<file path="src/rtl/device_dna_pkg.sv">
// Shared definitions for the device DNA reader: register offsets, STATUS layout,
// CtrlPort response codes and the shifter state encoding.
package device_dna_pkg;

   localparam logic [5:0] DNA_WORD0 = 6'h00;
   localparam logic [5:0] STATUS    = 6'h20;
   localparam logic [5:0] CONTROL   = 6'h24;

   localparam int STATUS_VALID_BIT = 0;
   localparam int STATUS_BUSY_BIT  = 1;
   localparam int STATUS_COUNT_LSB = 8;
   localparam int STATUS_WIDTH_LSB = 16;

   localparam int MAX_DNA_WIDTH = 256;

   typedef enum logic [1:0] {
      RESP_OKAY   = 2'b00,
      RESP_CMDERR = 2'b01,
      RESP_SLVERR = 2'b11
   } resp_status_t;

   typedef enum logic [1:0] {
      ST_IDLE,
      ST_LOAD,
      ST_SHIFT,
      ST_DONE
   } dna_state_t;

   function automatic int num_words(input int width);
      return (width + 31) / 32;
   endfunction

endpackage

</file>
<file path="src/rtl/device_dna_shifter.sv">
// Drives the DNA shift-port primitive and assembles the serial ID into a register.
//
//   state    | meaning
//   ST_IDLE  | just out of reset, launches the first read on the next edge
//   ST_LOAD  | dna_read high for one cycle, primitive latches its ID
//   ST_SHIFT | dna_shift high, one dout bit captured per cycle
//   ST_DONE  | ID captured and valid, waits for a re-read request
module device_dna_shifter
   import device_dna_pkg::*;
#(
   parameter int DNA_WIDTH = 96,
   parameter bit MSB_FIRST = 1'b0
) (
   input  logic                 clk_sys,
   input  logic                 rst_b,
   input  logic                 start,
   input  logic                 dna_dout,
   output logic                 dna_read,
   output logic                 dna_shift,
   output logic                 valid,
   output logic                 busy,
   output logic                 done,
   output logic [DNA_WIDTH-1:0] id
);

   localparam int              CNT_W    = $clog2(DNA_WIDTH + 1);
   localparam logic [CNT_W-1:0] CNT_LAST = CNT_W'(DNA_WIDTH - 1);

   dna_state_t       state;
   logic [CNT_W-1:0] cnt;
   logic [CNT_W-1:0] bit_idx;

   // cnt runs down from DNA_WIDTH-1, so it is already the MSB-first bit index
   assign bit_idx = MSB_FIRST ? cnt : (CNT_LAST - cnt);
   assign busy    = (state == ST_LOAD) || (state == ST_SHIFT);
   assign done    = (state == ST_SHIFT) && (cnt == '0);

   always_ff @(posedge clk_sys or negedge rst_b) begin
      if (!rst_b) begin
         state     <= ST_IDLE;
         cnt       <= '0;
         id        <= '0;
         valid     <= 1'b0;
         dna_read  <= 1'b0;
         dna_shift <= 1'b0;
      end else begin
         case (state)
            ST_IDLE: begin
               state    <= ST_LOAD;
               dna_read <= 1'b1;
            end
            ST_LOAD: begin
               state     <= ST_SHIFT;
               dna_read  <= 1'b0;
               dna_shift <= 1'b1;
               cnt       <= CNT_LAST;
            end
            ST_SHIFT: begin
               for (int i = 0; i < DNA_WIDTH; i++) begin
                  if (CNT_W'(i) == bit_idx) id[i] <= dna_dout;
               end
               if (cnt == '0) begin
                  state     <= ST_DONE;
                  dna_shift <= 1'b0;
                  valid     <= 1'b1;
               end else begin
                  cnt <= cnt - 1'b1;
               end
            end
            ST_DONE: begin
               if (start) begin
                  state    <= ST_LOAD;
                  dna_read <= 1'b1;
                  valid    <= 1'b0;
               end
            end
            default: state <= ST_IDLE;
         endcase
      end
   end

endmodule

</file>
<file path="src/rtl/device_dna_reader.sv">
// CtrlPort register window serving the device DNA, read status and a re-read control.
// The shift-port primitive lives outside and shares ctrlport_clk.
module device_dna_reader
   import device_dna_pkg::*;
#(
   parameter int BASE_ADDR = 0,
   parameter int DNA_WIDTH = 96,
   parameter bit MSB_FIRST = 1'b0
) (
   input  logic        ctrlport_clk,
   input  logic        reset_n,
   input  logic        s_ctrlport_req_wr,
   input  logic        s_ctrlport_req_rd,
   input  logic [19:0] s_ctrlport_req_addr,
   input  logic [31:0] s_ctrlport_req_data,
   output logic        s_ctrlport_resp_ack,
   output logic [1:0]  s_ctrlport_resp_status,
   output logic [31:0] s_ctrlport_resp_data,
   output logic        dna_read,
   output logic        dna_shift,
   input  logic        dna_dout
);

   localparam int          NUM_WORDS = num_words(DNA_WIDTH);
   localparam logic [19:0] BASE_W    = 20'(BASE_ADDR);

   logic [DNA_WIDTH-1:0]     id;
   logic [MAX_DNA_WIDTH-1:0] id_ext;
   logic                     valid;
   logic                     busy;
   logic                     done;
   logic                     start;
   logic [7:0]               read_count;
   logic                     req;
   logic                     in_window;
   logic [3:0]               word_idx;
   logic [5:0]               offset;
   logic [31:0]              status_word;
   resp_status_t             rsp_status;
   logic [31:0]              rsp_data;
   logic                     unused_req_bits;

   assign req       = s_ctrlport_req_wr | s_ctrlport_req_rd;
   assign in_window = (s_ctrlport_req_addr[19:6] == BASE_W[19:6]);
   assign word_idx  = s_ctrlport_req_addr[5:2];
   assign offset    = {word_idx, 2'b00};
   // write wins over read, so a combined strobe can still launch a re-read
   assign start     = s_ctrlport_req_wr && in_window && (offset == CONTROL)
                      && s_ctrlport_req_data[0];
   assign unused_req_bits = ^{s_ctrlport_req_data[31:1], s_ctrlport_req_addr[1:0]};

   device_dna_shifter #(
      .DNA_WIDTH (DNA_WIDTH),
      .MSB_FIRST (MSB_FIRST)
   ) u_shifter (
      .clk_sys   (ctrlport_clk),
      .rst_b     (reset_n),
      .start     (start),
      .dna_dout  (dna_dout),
      .dna_read  (dna_read),
      .dna_shift (dna_shift),
      .valid     (valid),
      .busy      (busy),
      .done      (done),
      .id        (id)
   );

   always_comb begin
      id_ext                = '0;
      id_ext[DNA_WIDTH-1:0] = id;
      status_word                              = '0;
      status_word[STATUS_VALID_BIT]            = valid;
      status_word[STATUS_BUSY_BIT]             = busy;
      status_word[STATUS_COUNT_LSB +: 8]       = read_count;
      status_word[STATUS_WIDTH_LSB +: 16]      = 16'(DNA_WIDTH);
   end

   always_comb begin
      rsp_status = RESP_SLVERR;
      rsp_data   = '0;
      if (offset >= DNA_WORD0 && word_idx < 4'(NUM_WORDS)) begin
         if (!s_ctrlport_req_wr) begin
            if (!valid) begin
               rsp_status = RESP_CMDERR;
            end else begin
               rsp_status = RESP_OKAY;
               rsp_data   = id_ext[{word_idx[2:0], 5'b00000} +: 32];
            end
         end
      end else if (offset == STATUS) begin
         if (!s_ctrlport_req_wr) begin
            rsp_status = RESP_OKAY;
            rsp_data   = status_word;
         end
      end else if (offset == CONTROL) begin
         rsp_status = RESP_OKAY;
      end
   end

   always_ff @(posedge ctrlport_clk or negedge reset_n) begin
      if (!reset_n) begin
         s_ctrlport_resp_ack    <= 1'b0;
         s_ctrlport_resp_status <= 2'b00;
         s_ctrlport_resp_data   <= '0;
         read_count             <= '0;
      end else begin
         s_ctrlport_resp_ack <= req && in_window;
         if (req && in_window) begin
            s_ctrlport_resp_status <= rsp_status;
            s_ctrlport_resp_data   <= rsp_data;
         end else begin
            s_ctrlport_resp_status <= 2'b00;
            s_ctrlport_resp_data   <= '0;
         end
         if (done) read_count <= read_count + 8'd1;
      end
   end

endmodule

</file>
<file path="config.mk">
export PLATFORM = sky130hd
export DESIGN_NAME = device_dna_reader
export DESIGN_NICKNAME = d
export VERILOG_FILES = /design/src/rtl/device_dna_pkg.sv /design/src/rtl/device_dna_shifter.sv /design/src/rtl/device_dna_reader.sv
export SDC_FILE = /design/constraint.sdc
export NUM_CORES = 1
export LEC_CHECK = 0
export BUFFER_PORTS_ARGS = -buffer_cell sky130_fd_sc_hd__buf_2
export CAP_MARGIN = 10
export CORE_ASPECT_RATIO = 1.2
export CORE_MARGIN = 2
export CORE_UTILIZATION = 50
export DETAILED_ROUTE_END_ITERATION = 12
export PLACE_DENSITY_LB_ADDON = 0.08
export SLEW_MARGIN = 20
export SYNTH_ARGS = -nofsm -noshare
export SYNTH_HDL_FRONTEND = slang
export SYNTH_SLANG_ARGS = --single-unit
</file>
<file path="constraint.sdc">
create_clock -name ctrlport_clk -period 2.8 [get_ports ctrlport_clk]
set_input_delay 0.7 -clock ctrlport_clk [delete_from_list [all_inputs] [get_ports ctrlport_clk]]
set_output_delay 0.7 -clock ctrlport_clk [all_outputs]
set_load 0.02 [all_outputs]
</file>
After elaboration in Yosys (flattened, before gate mapping)
Index checks and enable logic that the tools add are counted.
{ "word_totals": {"reg_bits": 151, "inputBits": 57, "out_inout_bits": 37, "word_cells": 355} }
{ "classes": {"n_addsub": 3, "order_cmp": 2, "n_eq_ne": 103, "n_shift": 1, "mux": 25, "bitwise": 1, "n_reduce_logical": 115} }
{ "ops": {"columns": ["cell", "n"], "rows": [
  ["$shiftx A256 B9 Y32", 1],
  ["$eq A6 B7 Y1 const A", 32],
  ["$eq A7 B7 Y1 const A", 32],
  ["$reduce_and A2 Y1", 100],
  ["$mux W32", 4],
  ["$eq A5 B7 Y1 const A", 16],
  ["$eq A4 B7 Y1 const A", 8],
  ["$mux W23", 2],
  ["$eq A3 B7 Y1 const A", 4],
  ["$mux W2", 8],
  ["$eq A2 B7 Y1 const A", 2],
  ["$logic_not A14 Y1", 1],
  ["$logic_not A7 Y1", 2],
  ["$pmux W7 S2", 1],
  ["$add A8 B1 Y8 const B", 1],
  ["$eq A4 B4 Y1 const B", 2],
  ["$pmux W2 S4", 1],
  ["$eq A1 B7 Y1 const A", 1],
  ["$mux W7", 1],
  ["$sub A7 B1 Y7 const B", 1],
  ["$sub A7 B7 Y7 const A", 1],
  ["$ge A6 B1 Y1 const B", 1],
  ["$logic_and A1 B1 Y1", 6],
  ["$ne A2 B2 Y1 const B", 3],
  ["other kinds (12)", 19]
]} }

Depth between registers and ports, before layout
Gate-level depths: netlist (run 1).
{ "logic_depth": {"ltp_word": 6, "mapped_depth": 7, "ltp_nobuf": 6} }

By module
From an unflattened synthesis (run 1), not the netlist that was laid out.
{ "unflattened": {"hier_cells": 667, "hier_area_um2": 7170.6} }
{ "by_module_without_submodules": {"columns": ["module", "n_inst", "cells_per_inst", "area_each_um2", "seq_area_each_um2"], "rows": [
  ["device_dna_shifter", 1, 417, 4867.2, 2702.6],
  ["device_dna_reader", 1, 250, 2303.5, 1076.0]
]} }

Worst setup path before layout (run 1)
Ideal clock, no wire load.
{ "synth_timing": {"path_type": "in2reg", "start": "input s_ctrlport_req_addr[7]", "end": "register u_shifter.state[0]", "setup_time_ps": 133, "arrival_ps": 1842, "t_required_ps": 2667, "path_slack_ps": 826, "cell_stages": 4, "n_path_buf": 0, "path_cell_list": "or4_4 -> o41ai_2 -> o211ai_1 -> mux2i_1"} }
{ "synth_via": {"elab_chain_len": 6} }
{ "synth_lines": {"columns": ["element", "line_no", "rtl"], "rows": [
  ["from (decl)", "device_dna_reader.sv:14", "input logic [19:0] s_ctrlport_req_addr,"],
  ["$logic_not A14 Y1", "device_dna_reader.sv:44", "assign in_window = (s_ctrlport_req_addr[19:6] == BASE_W[19:6]);"],
  ["$logic_and A1 B1 Y1 (2 in series)", "device_dna_reader.sv:48", "assign start = s_ctrlport_req_wr && in_window && (offset == CONTROL)"],
  ["$logic_and A1 B1 Y1", "device_dna_reader.sv:49", "&& s_ctrlport_req_data[0];"],
  ["$ne A2 B2 Y1 (no source line)", null, null],
  ["$reduce_and A2 Y1 (no source line)", null, null],
  ["to (signal assigned)", "device_dna_shifter.sv:63", "state <= ST_DONE;"],
  ["to (signal assigned)", "device_dna_shifter.sv:72", "state <= ST_LOAD;"],
  ["to (signal assigned)", "device_dna_shifter.sv:77", "default: state <= ST_IDLE;"],
  ["to (decl)", "device_dna_shifter.sv:29", "dna_state_t state;"]
]} }
Every way passes these cells.
A chain may end at the register's enable or synchronous reset.

Worst setup path in the final report (run 1)
{ "layout_timing": {"start": "register u_shifter.cnt[0]", "end": "register u_shifter.state[1]"} }
{ "layout_via": {"elab_chain_len": 3} }
{ "layout_lines": {"columns": ["element", "line_no", "rtl"], "rows": [
  ["from (decl)", "device_dna_shifter.sv:30", "logic [CNT_W-1:0] cnt;"],
  ["from (signal assigned)", "device_dna_shifter.sv:67", "cnt <= cnt - 1'b1;"],
  ["$logic_not A7 Y1", "device_dna_shifter.sv:62", "if (cnt == '0) begin"],
  ["$ne A2 B2 Y1 (no source line)", null, null],
  ["$reduce_and A2 Y1 (no source line)", null, null]
]} }
Every way passes these cells.

==> results by group, run 1 <==
Worst setup path
  • Critical Path RT: 3.09 ns
  • Critical Path End Type: flip-flop
  • Crit path max fanout: 9
  • Setup Crit Path Kind: flip-flop to flip-flop
  • WP buf/inv: 1
  • CP max stage cell: or3b_2
  • CP Launch Type: flip-flop
  • Delay-heaviest family, CP: simple AND/OR/NAND/NOR gates
  • Crit path DAT: 2.56 ns
  • Cells along the critical path: inv_1 -> ha_1 -> or3b_2 -> o21ai_2 -> o211ai_1 -> mux2i_1
  • Crit path largest cell delay: 0.51 ns

Layout
  • Multi-input gate area: 0.00327 mm2
  • # fillers: 1234
  • Layout cells sized above 1: 0.289
  • Antenna cells: 0
  • Commonest non-fill, non-tap cell in the layout: dfrtp_1
  • Commonest cells after routing, fill and taps aside: dfrtp_1 (151), nor2_1 (116), mux2_2 (96)
  • P&R area growth vs syn: 15.3%
  • Sequential Area: 0.00378 mm2
  • Layout Cells excl Fill: 922
  • Final Cell Area: 0.00840 mm2
  • # nets final: 801

Place
  • Placed Cells: 890
  • PortBufs: 60
  • Setup slack at placement: 0.556 ns
  • Post-DP HPWL: 11200 um
  • RD Place Congestion: 0.801
  • DP Area: 0.00778 mm2

Clock network
  • H-tree levels: 4
  • Post-CTS Setup Repair Bufs: 0
  • Clock sinks: 151
  • Bufs on Longest Clock Path: 2
  • CTS clk-pin slew, worst paths: 0.06 ns
  • Hold-fix buffers, CTS: 0
  • Clk_lat worst skew: 0.42 ns
  • Clock buffer count from CTS: 17
  • CTS resizes: 0
  • CTS root buffer: clkbuf_16
  • CTS tree: built

Synth
  • Sequential area share after synthesis: 0.519
  • Synth Flop Type: dfrtp_1
  • #FFs+latches synth: 151
  • Syn_area_per_cell: 10.7 um2
  • Synth Warn #: 0
  • Post-synth EDFFs: 0
  • Post-synthesis cell type count: 53
  • Synthesized net count: 751
  • Post-synthesis instance total: 684
  • Post-Syn Area: 0.00729 mm2
  • Ys async rst share: 1.00

Drt
  • Via Count: 5133
  • Post-DR vias/cell: 5.57
  • WL/cell: 18.3 um
  • Post-Route WL: 16900 um
  • DRC viols: 0
  • Post-route ant nets: 0
  • Drt initial violations: 300
  • Drt pass-1 iters: 4

STA
  • Final slew viol count: 0
  • Worst relative slew slack: 0.491
  • Slew @ Worst Pin: 0.764 ns
  • Final hold vios: 0
  • Fin Setup TNS: 0 ns
  • Fmax achieved: 0.441 GHz
  • Final Cycle Share: 0.810
  • RSZ-0062 raised after global routing: false
  • Final setup fails: 0
  • Setup WS post-layout: 0.531 ns
  • Final worst path period need: 2.27 ns
  • Worst Skew: 0.00650 ns

Floorplan
  • DIE HEIGHT: 136 um
  • Die area: 0.0156 mm2
  • # rows: 48
  • # IOs: 94
  • Die width: 114 um
  • Initial Util: 0.510
  • Core area: 0.0143 mm2

Power and ir drop
  • Power Total: 4.86 mW
  • Leakage: 3.94 nW
  • Pwr dens: 578 mW/mm2
  • Peak supply drop: 0.000372 V

GRT
  • Vias in the first global route: 5181
  • Global-route wire length before repair: 27900 um
  • Antenna violations before repair: 0
  • Largest net degree at the start of global routing: 69
  • Total track usage: 0.235
  • Grt total ovfl: 0

Job
  • Max Cap Viol: 0

Min path
  • Min-delay worst type: input pin to async pin

Status
  • Status: finished clean
==> cell families after synthesis <==
family          count (synthesis)  share of synthesized area
compound gates                 71                     0.0592
xor+xnor                        8                    0.00962
fa+ha+maj                      10                     0.0172
buf+inv                        59                     0.0340
flops                         151                      0.519
mux                           134                      0.201
simple gates                  251                      0.160
==> state kept, by name (all words and copies together) (netlist names) <==
signal	cells
u_shifter.dna_read	1
read_count	8
u_shifter.valid	1
s_ctrlport_resp_status	2
u_shifter.cnt	7
s_ctrlport_resp_data	32
u_shifter.dna_shift	1
s_ctrlport_resp_ack	1
u_shifter.state	2
u_shifter.id	96
==> path summary, 6_finish.rpt <==
kind,start,to,slack [ns],cells after the start
worst min-delay path,reset_n,u_shifter.dna_read$_DFFE_PN0P_,0.28,1
worst max register to register,u_shifter.cnt[0]$_DFFE_PN0P_,u_shifter.state[1]$_DFFE_PN0P_,0.53,6
min in group ctrlport_clk,read_count[7]$_DFFE_PN0P_,read_count[7]$_DFFE_PN0P_,0.49,1
worst max-delay path,u_shifter.cnt[0]$_DFFE_PN0P_,u_shifter.state[1]$_DFFE_PN0P_,0.53,6
max in group asynchronous,reset_n,u_shifter.id[11]$_DFFE_PN0P_,1.81,2
worst min register to register,read_count[7]$_DFFE_PN0P_,read_count[7]$_DFFE_PN0P_,0.49,1
==> per-stage QoR <==
step / hold slack, ns / util
global placement: 0.467 / 0.544
finish: 0.282 / 0.588
floorplan: 0.404 / -
detailed placement: 0.474 / 0.544
global route: 0.331 / 0.588
CTS: 0.304 / 0.588
==> final cells by class <==
type / instances / share of cell area
clock buffer: 25 / 0.0602
multi-input combinational: 474 / 0.389
clock inverter: 7 / 0.0137
sequential: 151 / 0.450
tap: 175 / 0.0261
inverter: 12 / 0.00536
timing repair buffer: 78 / 0.0556
==> report_power, final <==
group | total [mW] | leakage (nW) | internal (mW) | switching (mW)
clock | 2.39 | 0.299 | 1.52 | 0.872
sequential | 2.24 | 1.98 | 2.22 | 0.0182
combinational | 0.231 | 1.66 | 0.0868 | 0.144
total | 4.86 | 3.94 | 3.82 | 1.03
==> cells in the mapped netlist (6+ instances only) <==
master	n	area, um2
nand4_1	6	37.5
clkbuf_1	25	93.8
ha_1	10	125
inv_1	12	45.0
and2_1	12	75.1
nand3_1	22	110
buf_2	20	100
nand2_1	51	191
dfrtp_1	151	3780
and2_0	6	37.5
o21ai_0	11	55.1
nor2_1	116	435
a21oi_1	39	195
mux2_2	96	1080
mux2i_1	35	350
nor3_1	6	30.0
==> routing by layer <==
layer / vias up / share of wire / global-route usage / routed length [um]
met2: 110 / 0.48 / 0.374 / 8140
met1: 2560 / 0.46 / 0.314 / 7680
li1: 2435 / - / - / -
met4: 0 / 0.027 / 0.0935 / 456
met5: - / 0 / 0 / 0
met3: 28 / 0.035 / 0.0513 / 587
Note: power is estimated with default switching activity, not from simulation.
==> inputs of run 2 (changes only) <==
Clock period 2.8 ns to 2.2 ns, I/O delays scaled along.
==> run 2 against run 1 <==
Effect of this change:
- via count increased by 1.5%
- fmax increased by 13%
- clock skew is 0.0046 ns higher
- clock power is 17% higher
- sequential power grew 27%
==> results by group, run 2 (synthesis results as in run 1) <==
Floorplan
  • # IOs: 94 (unchanged)
  • # rows: 48 (unchanged)
  • Die width: 114 um (unchanged)
  • DIE HEIGHT: 136 um (unchanged)
  • Initial Util: 0.510 (unchanged)
  • Die area: 0.0156 mm2 (unchanged)
  • Core area: 0.0143 mm2 (unchanged)

Drt
  • Drt pass-1 iters: 4 (unchanged)
  • Post-Route WL: 17100 um (+1.2%)
  • WL/cell: 18.3 um (-0.19%)
  • Via Count: 5208 (+1.5%)
  • Drt initial violations: 291 (-3.0%)
  • Post-route ant nets: 0 (unchanged)
  • Post-DR vias/cell: 5.57 (about the same)
  • DRC viols: 0 (unchanged)

GRT
  • Antenna violations before repair: 0 (unchanged)
  • Met2 usage: 0.387 (+0.0129)
  • Vias in the first global route: 5419 (+4.6%)
  • Total track usage: 0.235 (about the same)
  • Grt total ovfl: 0 (unchanged)
  • Global routing met1 resource utilization: 0.292 (-0.0226)
  • GR peak layer: met2
  • GR Layer Usage met3: 0.0651 (+0.0138)
  • Global-route wire length before repair: 28000 um (+0.32%)
  • Largest net degree at the start of global routing: 67 (-2.9%)

Worst setup path
  • Crit path DAT: 2.31 ns (-0.25 ns)
  • CP Launch Type: flip-flop
  • Setup Crit Path Kind: flip-flop to flip-flop
  • Crit path max fanout: 9 (unchanged)
  • Critical Path End Type: flip-flop
  • Critical Path RT: 2.51 ns (-0.58 ns)

Layout
  • P&R area growth vs syn: 16.6%
  • Antenna cells: 0 (unchanged)
  • Max FFs per register: 96 (unchanged)
  • Commonest non-fill, non-tap cell in the layout: dfrtp_1
  • Biggest regs: u_shifter.id: 96 flops, s_ctrlport_resp_data: 32 flops, read_count: 8 flops
  • Layout cells sized above 1: 0.303 (+0.0135)
  • Reg with most FFs: u_shifter.id
  • Commonest cells after routing, fill and taps aside: dfrtp_1 (151), nor2_1 (116), mux2_2 (96)
  • # fillers: 1229 (-0.41%)
  • # nets final: 815 (+1.7%)

Power and ir drop
  • Clock power frac: 0.470 (-0.022)
  • Sequential Power Share: 0.479 (+0.019)
  • Pwr dens: 700 mW/mm2 (+21%)
  • Comb power frac: 0.051 (+0.003)
  • Leakage: 4.00 nW (+1.3%)
  • Internal power: 4.64 mW (+21%)
  • P_sw: 1.31 mW (+26%)
  • Peak supply drop: 0.000495 V (+33%)
  • Switch share: 0.220 (+0.00674)
  • Power Total: 5.95 mW (+22%)

STA
  • Final setup fails: 0 (unchanged)
  • Worst Skew: 0.0111 ns (+0.00458 ns)
  • Setup WS post-layout: 0.197 ns (-0.334 ns)
  • Slew @ Worst Pin: 0.752 ns (-0.0121 ns)
  • RSZ-0062 raised after global routing: false
  • Worst relative slew slack: 0.499 (+0.00807)
  • Fin Setup TNS: 0 ns (unchanged)
  • Fmax achieved: 0.499 GHz (+13%)
  • Final worst path period need: 2.00 ns (-0.266 ns)
  • Final hold vios: 0 (unchanged)
  • Final Cycle Share: 0.910 (+0.100)
  • Final slew viol count: 0 (unchanged)

Clock network
  • CTS root buffer: clkbuf_16
  • Clock buffer count from CTS: 17 (unchanged)
  • Hold-fix buffers, CTS: 0 (unchanged)
  • Clock sinks: 151 (unchanged)
  • Clk_lat worst skew: 0.42 ns (about the same)
  • H-tree levels: 4 (unchanged)
  • CTS tree: built
  • CTS clk-pin slew, worst paths: 0.06 ns (about the same)
  • Post-CTS Setup Repair Bufs: 0 (unchanged)
  • CTS resizes: 0 (unchanged)
  • Bufs on Longest Clock Path: 2 (unchanged)

Place
  • PortBufs: 60 (unchanged)
  • Setup slack at placement: 0.100 ns (-0.456 ns)
  • Post-DP HPWL: 11300 um (+1.5%)
  • RD Place Congestion: 0.819 (+2.2%)

Min path
  • Min-delay worst type: input pin to async pin

Job
  • Max Cap Viol: 0 (unchanged)

Status
  • Status: finished clean
## run 2: cell type report
| class | count | area [um2] | area share |
|---|---|---|---|
| flip-flops and latches | 151 | 3780 | 0.445 |
| multi-input cells | 474 | 3270 | 0.385 |
| repair buffers | 92 | 609 | 0.0717 |
| clock buffers | 25 | 505 | 0.0595 |
| well taps | 175 | 219 | 0.0258 |
| clock inverters | 6 | 66.3 | 0.00781 |
| inverters | 12 | 45.0 | 0.00530 |
## run 2: per-stage QoR
stage | hold WS, ns | utilization | instance area (um2) | cells
3_5_place_dp | 0.459 | 0.554 | 7920 | 904
2_1_floorplan | 0.254 | - | 7290 | 684
6_report | 0.0380 | 0.594 | 8500 | 935
4_1_cts | 0.0447 | 0.594 | 8490 | 935
5_1_grt | 0.0598 | 0.594 | 8500 | 935
3_3_place_gp | 0.464 | 0.554 | 7920 | 904
## run 2: power groups by stage
stage	sequential (mW)	clock, mW	combinational [mW]
after floorplan	2.89	0	0.164
after global placement	2.89	0	0.304
after detailed placement	2.90	0	0.311
after CTS	2.85	2.85	0.312
after global routing	2.85	2.99	0.343
final	2.85	2.80	0.305
## run 2: critical path, stage by stage (launching register included)
cell and delay, ns:
dfrtp_1 0.42, inv_1 0.10, ha_2 0.29, and4bb_2 0.37
and2_1 0.30, nand2_1 0.13, mux2_2 0.28
## run 2: final timing paths
check | from | end | slack [ns] | cells past startpoint
setup / recovery | u_shifter.state[0]$_DFFE_PN0P_ | u_shifter.id[60]$_DFFE_PN0P_ | 0.20 | 6
min in group ctrlport_clk | s_ctrlport_req_addr[4] | s_ctrlport_resp_status[1]$_DFF_PN0_ | 0.41 | 3
max in group asynchronous | reset_n | s_ctrlport_resp_data[25]$_DFF_PN0_ | 1.49 | 2
setup reg to reg | u_shifter.state[0]$_DFFE_PN0P_ | u_shifter.id[60]$_DFFE_PN0P_ | 0.20 | 6
hold / removal | reset_n | s_ctrlport_resp_ack$_DFF_PN0_ | 0.04 | 1
hold reg to reg | read_count[7]$_DFFE_PN0P_ | read_count[7]$_DFFE_PN0P_ | 0.47 | 1
## run 2: metal layers
layer  vias to the layer above  part of all wire
met4                         0             0.022
li1                       2469                 -
met1                      2600              0.44
met2                       106              0.50
met3                        33             0.040
met5                         -                 0
==> inputs of run 3 (changes only) <==
Settings changed: RECOVER_POWER from default to 100.
==> run 3 against run 2 <==
Effect of this change:
- sequential share of layout area increased by 0.61 points
- cell count unchanged
- critical path depth unchanged
- non-clock buffer count unchanged
- global-route usage unchanged
- largest power group unchanged
- first-iteration DRC count increased by 7.9%
- power about the same
- register-to-register slack got worse by 0.08 ns
- fmax decreased by 3.7%
==> results by group, run 3 (synthesis results as in run 1) <==
Floorplan
  • Initial Util: 0.510 (unchanged)
  • # IOs: 94 (unchanged)
  • Core area: 0.0143 mm2 (unchanged)
  • Die area: 0.0156 mm2 (unchanged)
  • DIE HEIGHT: 136 um (unchanged)
  • Die width: 114 um (unchanged)
  • # rows: 48 (unchanged)

Status
  • Status: finished clean

Clock network
  • Clk_lat worst skew: 0.42 ns (about the same)
  • CTS root buffer: clkbuf_16
  • Post-CTS Setup Repair Bufs: 0 (unchanged)
  • Hold-fix buffers, CTS: 0 (unchanged)
  • CTS clk-pin slew, worst paths: 0.06 ns (about the same)
  • CTS tree: built
  • H-tree levels: 4 (unchanged)
  • Clock buffer count from CTS: 17 (unchanged)
  • Bufs on Longest Clock Path: 2 (unchanged)
  • Clock sinks: 151 (unchanged)

Power and ir drop
  • Peak supply drop: 0.000503 V (+1.6%)
  • Leakage: 3.80 nW (-4.8%)
  • Power Total: 5.95 mW (about the same)
  • Pwr dens: 710 mW/mm2 (+1.4%)

Drt
  • Post-Route WL: 17100 um (+0.44%)
  • Post-route ant nets: 0 (unchanged)
  • Via Count: 5217 (+0.17%)
  • Drt pass-1 iters: 5 (+1)
  • Post-DR vias/cell: 5.58 (+0.17%)
  • Drt initial violations: 314 (+7.9%)
  • DRC viols: 0 (unchanged)
  • WL/cell: 18.3 um (+0.44%)

Min path
  • Min-delay worst type: input pin to async pin

Job
  • Max Cap Viol: 0 (unchanged)

STA
  • Worst Skew: 0.00758 ns (-0.00351 ns)
  • Final hold vios: 0 (unchanged)
  • Final worst path period need: 2.08 ns (+0.0768 ns)
  • Final slew viol count: 0 (unchanged)
  • Fin Setup TNS: 0 ns (unchanged)
  • Fmax achieved: 0.481 GHz (-3.7%)
  • Slew @ Worst Pin: 1.06 ns (+0.304 ns)
  • Worst relative slew slack: 0.296 (-0.203)
  • RSZ-0062 raised after global routing: false
  • Setup WS post-layout: 0.120 ns (-0.0768 ns)
  • Final setup fails: 0 (unchanged)
  • Final Cycle Share: 0.945 (+0.0349)

GRT
  • Grt total ovfl: 0 (unchanged)
  • Total track usage: 0.235 (unchanged)
  • Antenna violations before repair: 0 (unchanged)
  • Largest net degree at the start of global routing: 67 (unchanged)
  • Vias in the first global route: 5419 (unchanged)
  • Global-route wire length before repair: 28000 um (unchanged)

Layout
  • Antenna cells: 0 (unchanged)
  • Layout cells sized above 1: 0.243 (-0.0592)
  • Commonest non-fill, non-tap cell in the layout: dfrtp_1
  • Final Util: 0.586 (-0.00805)
  • Layout Cells excl Fill: 935 (unchanged)
  • Commonest cells after routing, fill and taps aside: dfrtp_1 (151), nor2_1 (117), mux2_2 (96)
  • Reg with most FFs: u_shifter.id
  • Biggest regs: u_shifter.id: 96 flops, s_ctrlport_resp_data: 32 flops, read_count: 8 flops
  • Max FFs per register: 96 (unchanged)
  • P&R area growth vs syn: 15.0%
  • # nets final: 815 (unchanged)

Place
  • Setup slack at placement: 0.100 ns (unchanged)
  • Placed Cells: 904 (unchanged)
  • RD Place Congestion: 0.819 (unchanged)
  • Post-DP HPWL: 11300 um (unchanged)
  • PortBufs: 60 (unchanged)

Worst setup path
  • Reg2Reg Capture Point: u_shifter.id[60]$_DFFE_PN0P_
  • CP Launch Type: flip-flop
  • Critical Path RT: 2.51 ns (about the same)
  • Crit path max fanout: 9 (unchanged)
  • Critical Path End Type: flip-flop
  • Setup Crit Path Kind: flip-flop to flip-flop
  • Crit path DAT: 2.39 ns (+0.08 ns)
  • Worst r2r path cells: 6 (unchanged)
  • Reg2Reg Setup Slack: 0.12 ns (-0.08 ns)
  • R2r startpoint: u_shifter.state[0]$_DFFE_PN0P_
run 3: how the worst max path moves through the flow:
stage / start / slack (ns) / to
2_1_floorplan: u_shifter.cnt[0]$_DFFE_PN0P_ / 0.28 / u_shifter.state[0]$_DFFE_PN0P_
4_1_cts: u_shifter.state[0]$_DFFE_PN0P_ / 0.09 / u_shifter.id[60]$_DFFE_PN0P_
3_5_place_dp: u_shifter.state[0]$_DFFE_PN0P_ / 0.10 / u_shifter.id[60]$_DFFE_PN0P_
5_1_grt: u_shifter.state[0]$_DFFE_PN0P_ / 0.04 / u_shifter.id[60]$_DFFE_PN0P_
3_3_place_gp: u_shifter.state[0]$_DFFE_PN0P_ / 0.15 / u_shifter.id[60]$_DFFE_PN0P_
6_report: u_shifter.state[0]$_DFFE_PN0P_ / 0.12 / u_shifter.id[60]$_DFFE_PN0P_
run 3: critical path, cell delays in order, from the launching register on:
cell      delay (ns)
dfrtp_1         0.42
inv_1           0.10
ha_2            0.29
and4bb_1        0.40
and2_1          0.33
nand2_1         0.13
mux2_2          0.28
run 3: final cells by class:
cell class	count	area [um2]
Tap cell	175	219
Timing Repair Buffer	92	507
Inverter	12	45.0
Multi-Input combinational cell	474	3260
Fill cell	1258	5910
Clock buffer	25	505
Clock inverter	6	66.3
Sequential cell	151	3780
run 3: routing by layer:
layer  share of wire  GRT usage  vias up
met5               0          0        -
met4           0.022     0.0969        0
met3           0.046     0.0651       29
met2            0.50      0.387      126
met1            0.43      0.292     2593
li1                -          -     2469
run 3: stage by stage:
step                cell area (um2)  hold WS, ns
floorplan                      7290        0.254
global placement               7920        0.464
detailed placement             7920        0.459
CTS                            8490       0.0447
global route                   8380        0.386
finish                         8380        0.306
run 3: repair_timing:
item / CTS / global route
hold endpoints to repair: 0 / 0
resized for setup: 0 / 1
setup endpoints to repair: 0 / 1
run 3: report_power, final:
group	internal [mW]	switching (mW)	leakage, nW
Clock	1.70	1.10	0.272
Sequential	2.82	0.0229	1.98
Combinational	0.112	0.187	1.55
